==> src/rtl/pipe_stream_adapter.sv <==
// Valid/ready stream adapter for a fixed-latency, clken-gated pipe.
// Tracks in-flight tokens with a valid shift register and buffers results with credit-based flow control.
module pipe_stream_adapter #(
  parameter  int IN_WIDTH  = 8,
  parameter  int OUT_WIDTH = 8,
  parameter  int LATENCY   = 4,
  parameter  int DEPTH     = LATENCY + 2,
  localparam int LVL_W     = $clog2(DEPTH + 1)
) (
  input  logic                 clk,
  input  logic                 aresetn,
  input  logic                 s_valid,
  output logic                 s_ready,
  input  logic [IN_WIDTH-1:0]  s_data,
  output logic                 pipe_clken,
  output logic [IN_WIDTH-1:0]  pipe_data_in,
  input  logic [OUT_WIDTH-1:0] pipe_data_out,
  output logic                 m_valid,
  input  logic                 m_ready,
  output logic [OUT_WIDTH-1:0] m_data,
  output logic [LVL_W-1:0]     level
);

  localparam int PTR_W = (DEPTH > 1) ? $clog2(DEPTH) : 1;

  logic [LATENCY-1:0]   vld;
  logic [LVL_W-1:0]     inflight;
  logic [LVL_W-1:0]     count;
  logic [PTR_W-1:0]     rd_ptr;
  logic [PTR_W-1:0]     wr_ptr;
  logic [OUT_WIDTH-1:0] mem [DEPTH];

  logic [LVL_W:0] occupancy;
  logic           space_ok;
  logic           accept;
  logic           wr_en;
  logic           pop;

  function automatic logic [PTR_W-1:0] bump(input logic [PTR_W-1:0] p);
    return (p == PTR_W'(DEPTH - 1)) ? '0 : p + 1'b1;
  endfunction

  // NOTE: credit comes from registered count/inflight only, so a same-cycle pop
  // never feeds back into s_ready; it frees the slot one cycle later.
  assign occupancy = {1'b0, count} + {1'b0, inflight};
  assign space_ok  = occupancy < (LVL_W + 1)'(DEPTH);

  assign s_ready      = aresetn && space_ok;
  assign accept       = s_valid && s_ready;
  assign pipe_clken   = accept || (inflight != '0);
  assign pipe_data_in = s_data;

  // The pipe result for the oldest in-flight token is valid alongside vld[LATENCY-1].
  assign wr_en   = pipe_clken && vld[LATENCY-1];
  assign m_valid = (count != '0);
  assign pop     = m_valid && m_ready;
  assign m_data  = mem[rd_ptr];
  assign level   = occupancy[LVL_W-1:0];

  // NOTE: sequential state uses non-blocking assignments so every stage of the
  // shift register samples the value from before the edge.
  always_ff @(posedge clk or negedge aresetn) begin
    if (!aresetn) begin
      vld      <= '0;
      inflight <= '0;
      count    <= '0;
      rd_ptr   <= '0;
      wr_ptr   <= '0;
    end else begin
      if (pipe_clken) begin
        vld[0] <= accept;
        for (int i = 1; i < LATENCY; i++) begin
          vld[i] <= vld[i-1];
        end
      end
      inflight <= inflight + LVL_W'(accept) - LVL_W'(wr_en);
      count    <= count + LVL_W'(wr_en) - LVL_W'(pop);
      if (wr_en) wr_ptr <= bump(wr_ptr);
      if (pop)   rd_ptr <= bump(rd_ptr);
    end
  end

  // NOTE: FIFO storage has no reset; count gates m_valid, so stale entries are never observed.
  always_ff @(posedge clk) begin
    if (wr_en) mem[wr_ptr] <= pipe_data_out;
  end

  assert property (@(posedge clk) disable iff (!aresetn) !(wr_en && (count == LVL_W'(DEPTH))))
    else $error("pipe_stream_adapter: write into full output FIFO");

endmodule

==> config.mk <==
export PLATFORM = sky130hd
export DESIGN_NAME = pipe_stream_adapter
export DESIGN_NICKNAME = d
export VERILOG_FILES = /design/src/rtl/pipe_stream_adapter.sv
export SDC_FILE = /design/constraint.sdc
export NUM_CORES = 1
export LEC_CHECK = 0
export CAP_MARGIN = 10
export CELL_PAD_IN_SITES_DETAIL_PLACEMENT = 0
export CELL_PAD_IN_SITES_GLOBAL_PLACEMENT = 1
export CORE_UTILIZATION = 45
export DETAILED_ROUTE_END_ITERATION = 8
export GPL_ROUTABILITY_DRIVEN = 0
export PLACE_DENSITY = 0.9
export RECOVER_POWER = 50
export SYNTH_ARGS = -nofsm -noshare
export SYNTH_HDL_FRONTEND = slang
export SYNTH_SLANG_ARGS = --single-unit
==> constraint.sdc <==
create_clock -name clk -period 3.9 [get_ports clk]
set_clock_uncertainty 0.2 [all_clocks]
set_input_delay 0.975 -clock clk [delete_from_list [all_inputs] [get_ports clk]]
set_output_delay 0.975 -clock clk [all_outputs]
set_load 0.02 [all_outputs]
==> results.json <==
{
  "status": "finished, final reports clean",
  "fin_ws_ns": 0.303,
  "critPathMaxStageDelay_ns": 0.62,
  "cp_max_fo": 3,
  "worst-path-buf-inv": 2,
  "crit_path_top_delay_cell": "clkdlybuf4s50_1",
  "grt_pass1_vias": 1469,
  "rsz0062_at_grt": "false",
  "syn_avg_cell_area_um2": 16.4,
  "post_dp_cell_area_um2": 3120,
  "power_density_nw_per_um2": 816,
  "required_ns": 2.72,
  "post_drt_wl_per_cell_um": 16.2,
  "grt_max_degree": 20,
  "critPathKind": "in2out",
  "fin_crit_sh": 0.922,
  "dp_hpwl_um": 3040,
  "power_leakage_nw": 1.26,
  "cp-end-kind": "primary output",
  "fmax_mhz": 278,
  "reg2reg_depth": 13,
  "antenna_cells": 0,
  "fin_crit_ns": 3.60,
  "drc": 0,
  "seq_power_share": 0.360,
  "track_usage": 0.154,
  "synth_cell_types": 33,
  "cts_tree": "done",
  "clk_latency_ns": 0.32,
  "cap_viol_max_count": 0,
  "crit_path_start_kind": "input pin",
  "irDropWorstVdd_v": 0.000365,
  "clock-sinks": 64,
  "tightest_slew_ns": 0.890,
  "slew_viol_final": 0,
  "core-area_um2": 5960,
  "totalWireLength_um": 4550,
  "holdCritPathClass": "reg2reg",
  "fp.dieW_um": 80.8,
  "clockBufferDepth": 2,
  "nets": 231,
  "power_switching_w": 0.000926,
  "hold_depth": 2,
  "die_h_um": 80.8,
  "antenna_found_initial": 0,
  "drt_pass1_iterations": 4,
  "tns_ns": 0,
  "comb_power_share": 0.410,
  "final_area_um2": 3340,
  "p_sw_frac": 0.340,
  "worstPathArrival_ns": 2.42,
  "grt_pass1_wl_um": 7160,
  "intPower_w": 0.00180,
  "start_util": 0.470,
  "place_worst_setup_slack_ns": 0.0758,
  "synth.top_cell.area_share": 0.515,
  "yosysTopAreaCell": "edfxtp_1",
  "die_area_um2": 6530,
  "synth_nets": 200,
  "cts.reportedPaths.clkPinSlew_ns": 0.06,
  "ios": 42,
  "synthCells": 170,
  "cp_top_family": "buffers and inverters",
  "root_buffer": "clkbuf_8",
  "finalSetupViolCount": 0,
  "fillers": 462,
  "path_cells": "dlygate4sd3_1 > nand3b_1 > a21oi_1 > clkdlybuf4s50_1",
  "overflow": 0,
  "vias": 1458,
  "slew-limit-headroom": 0.407,
  "clock_power_share": 0.230,
  "syn_area_um2": 2800,
  "hold_violations": 0,
  "dr.first_iter.drc_count": 96,
  "postCtsHoldBufs": 0,
  "cp_num_cells": 4,
  "area_growth_pct": 19.5,
  "synth_seq_cells": 64,
  "yosysSeqAreaShare": 0.659,
  "ant_nets": 0,
  "via_per_inst": 5.19,
  "post_cts_buffers": 0,
  "yosys_warnings": 0,
  "finish.utilization": 0.561,
  "io_buffers": 25,
  "num_rows": 28,
  "drive_above_1_share": 0.204,
  "htreeDepth": 3,
  "numCtsBuffers": 9,
  "synth.area.top_cells": "edfxtp_1 (52%), dfrtp_1 (14%), mux4_2 (6.4%), ha_1 (3.1%), mux2i_1 (2.9%)",
  "holdWs_ns": 0.277
}
flip-flops by register name, indices dropped and copies added (netlist names):
register	cells
rd_ptr	3
inflight	3
vld	4
wr_ptr	3
count	3
mem	48
cell usage after synthesis:
cell and number:
edfxtp_1 48, dfrtp_1 16, a21oi_1 9, buf_4 8, inv_1 8, mux2i_1 8, mux4_2 8, nand2_1 8
nor2_1 8, ha_1 7, xnor2_1 5, clkbuf_1 3, fa_1 3, mux2_2 3, nor4b_2 3, o21ai_0 3
a21o_1 2, buf_2 2, nand2b_1 2, nor3_1 2, nor4_1 2, a211oi_4 1, a21boi_4 1, and2_1 1
buf_1 1, buf_6 1, nand2b_4 1, nand3_1 1, nand3b_1 1, nor4bb_4 1, or3_1 1, xor2_1 1
xor2_2 1
per-layer routing:
metal  GRT usage  routed length [um]  vias to the layer above
met5           0                   0                        -
met3      0.0270                 114                       11
met4      0.0911                  90                        0
li1            -                   -                      686
met1       0.201                2050                      732
met2       0.240                2300                       29
logic make-up (layout without fill, tap and decap cells):
| logic type | after synthesis | after routing | synth area share |
|---|---|---|---|
| AOI/OAI and AO/OA | 16 | 16 | 0.0407 |
| xor gates and xnor gates | 7 | 7 | 0.0246 |
| adders and majority gates | 10 | 10 | 0.0528 |
| buffers and inverters | 23 | 59 | 0.0452 |
| DFF | 64 | 64 | 0.659 |
| muxes | 19 | 19 | 0.105 |
| and+or+nand+nor | 31 | 31 | 0.0729 |
power by group through the flow:
stage,clock network (W),logic (W),registers (W)
after floorplan,0,0.000818,0.000932
after global placement,0,0.00110,0.000988
after detailed placement,0,0.00113,0.000995
after CTS,0.000635,0.00114,0.000983
after global routing,0.000669,0.00122,0.00100
final,0.000627,0.00112,0.000982
worst min-delay path: cells and delay by family (launching register included):
family / cells / cell delay (ns)
simple gates: 2 / 0.11
flops: 1 / 0.34
per-stage QoR:
step	power, W	cells
after detailed placement	0.00213	265
after floorplan	0.00175	170
final	0.00273	281
after global routing	0.00289	281
after CTS	0.00275	281
after global placement	0.00209	265
timing repair:
| item | in CTS | in global routing |
|---|---|---|
| endpoints found under the setup margin | 0 | 1 |
| endpoints found under the hold margin | 0 | 0 |
| gates resized for setup | 0 | 1 |
placed cells by master, fill, tap and decap left out, types with 8 or more instances in the layout:
cell             count
nor2_1               8
inv_1                8
clkbuf_8            11
dlygate4sd3_1       10
a21oi_1              9
mux4_2               8
mux2i_1              8
dfrtp_1             16
edfxtp_1            48
buf_4                9
nand2_1              8
clkdlybuf4s50_1     14
worst paths after layout:
check,start,to,slack [ns]
hold reg to reg,vld[0],vld[0],0.28
min in group asynchronous,aresetn,inflight[0],1.15
hold / removal,vld[0],vld[0],0.28
setup reg to reg,inflight[0],count[2],0.38
max in group asynchronous,aresetn,wr_ptr[2],1.80
setup / recovery,aresetn,s_ready,0.30
final cells by class:
type,count,area (um2),share of cell area
Tap cell,75,93.8,0.0281
Inverter,8,30.0,0.00899
Clock inverter,3,65.1,0.0195
Sequential cell,64,1840,0.551
Multi-Input combinational cell,83,828,0.248
Clock buffer,13,159,0.0475
Timing Repair Buffer,35,324,0.0970
Note: power is estimated with default switching activity, not from simulation.
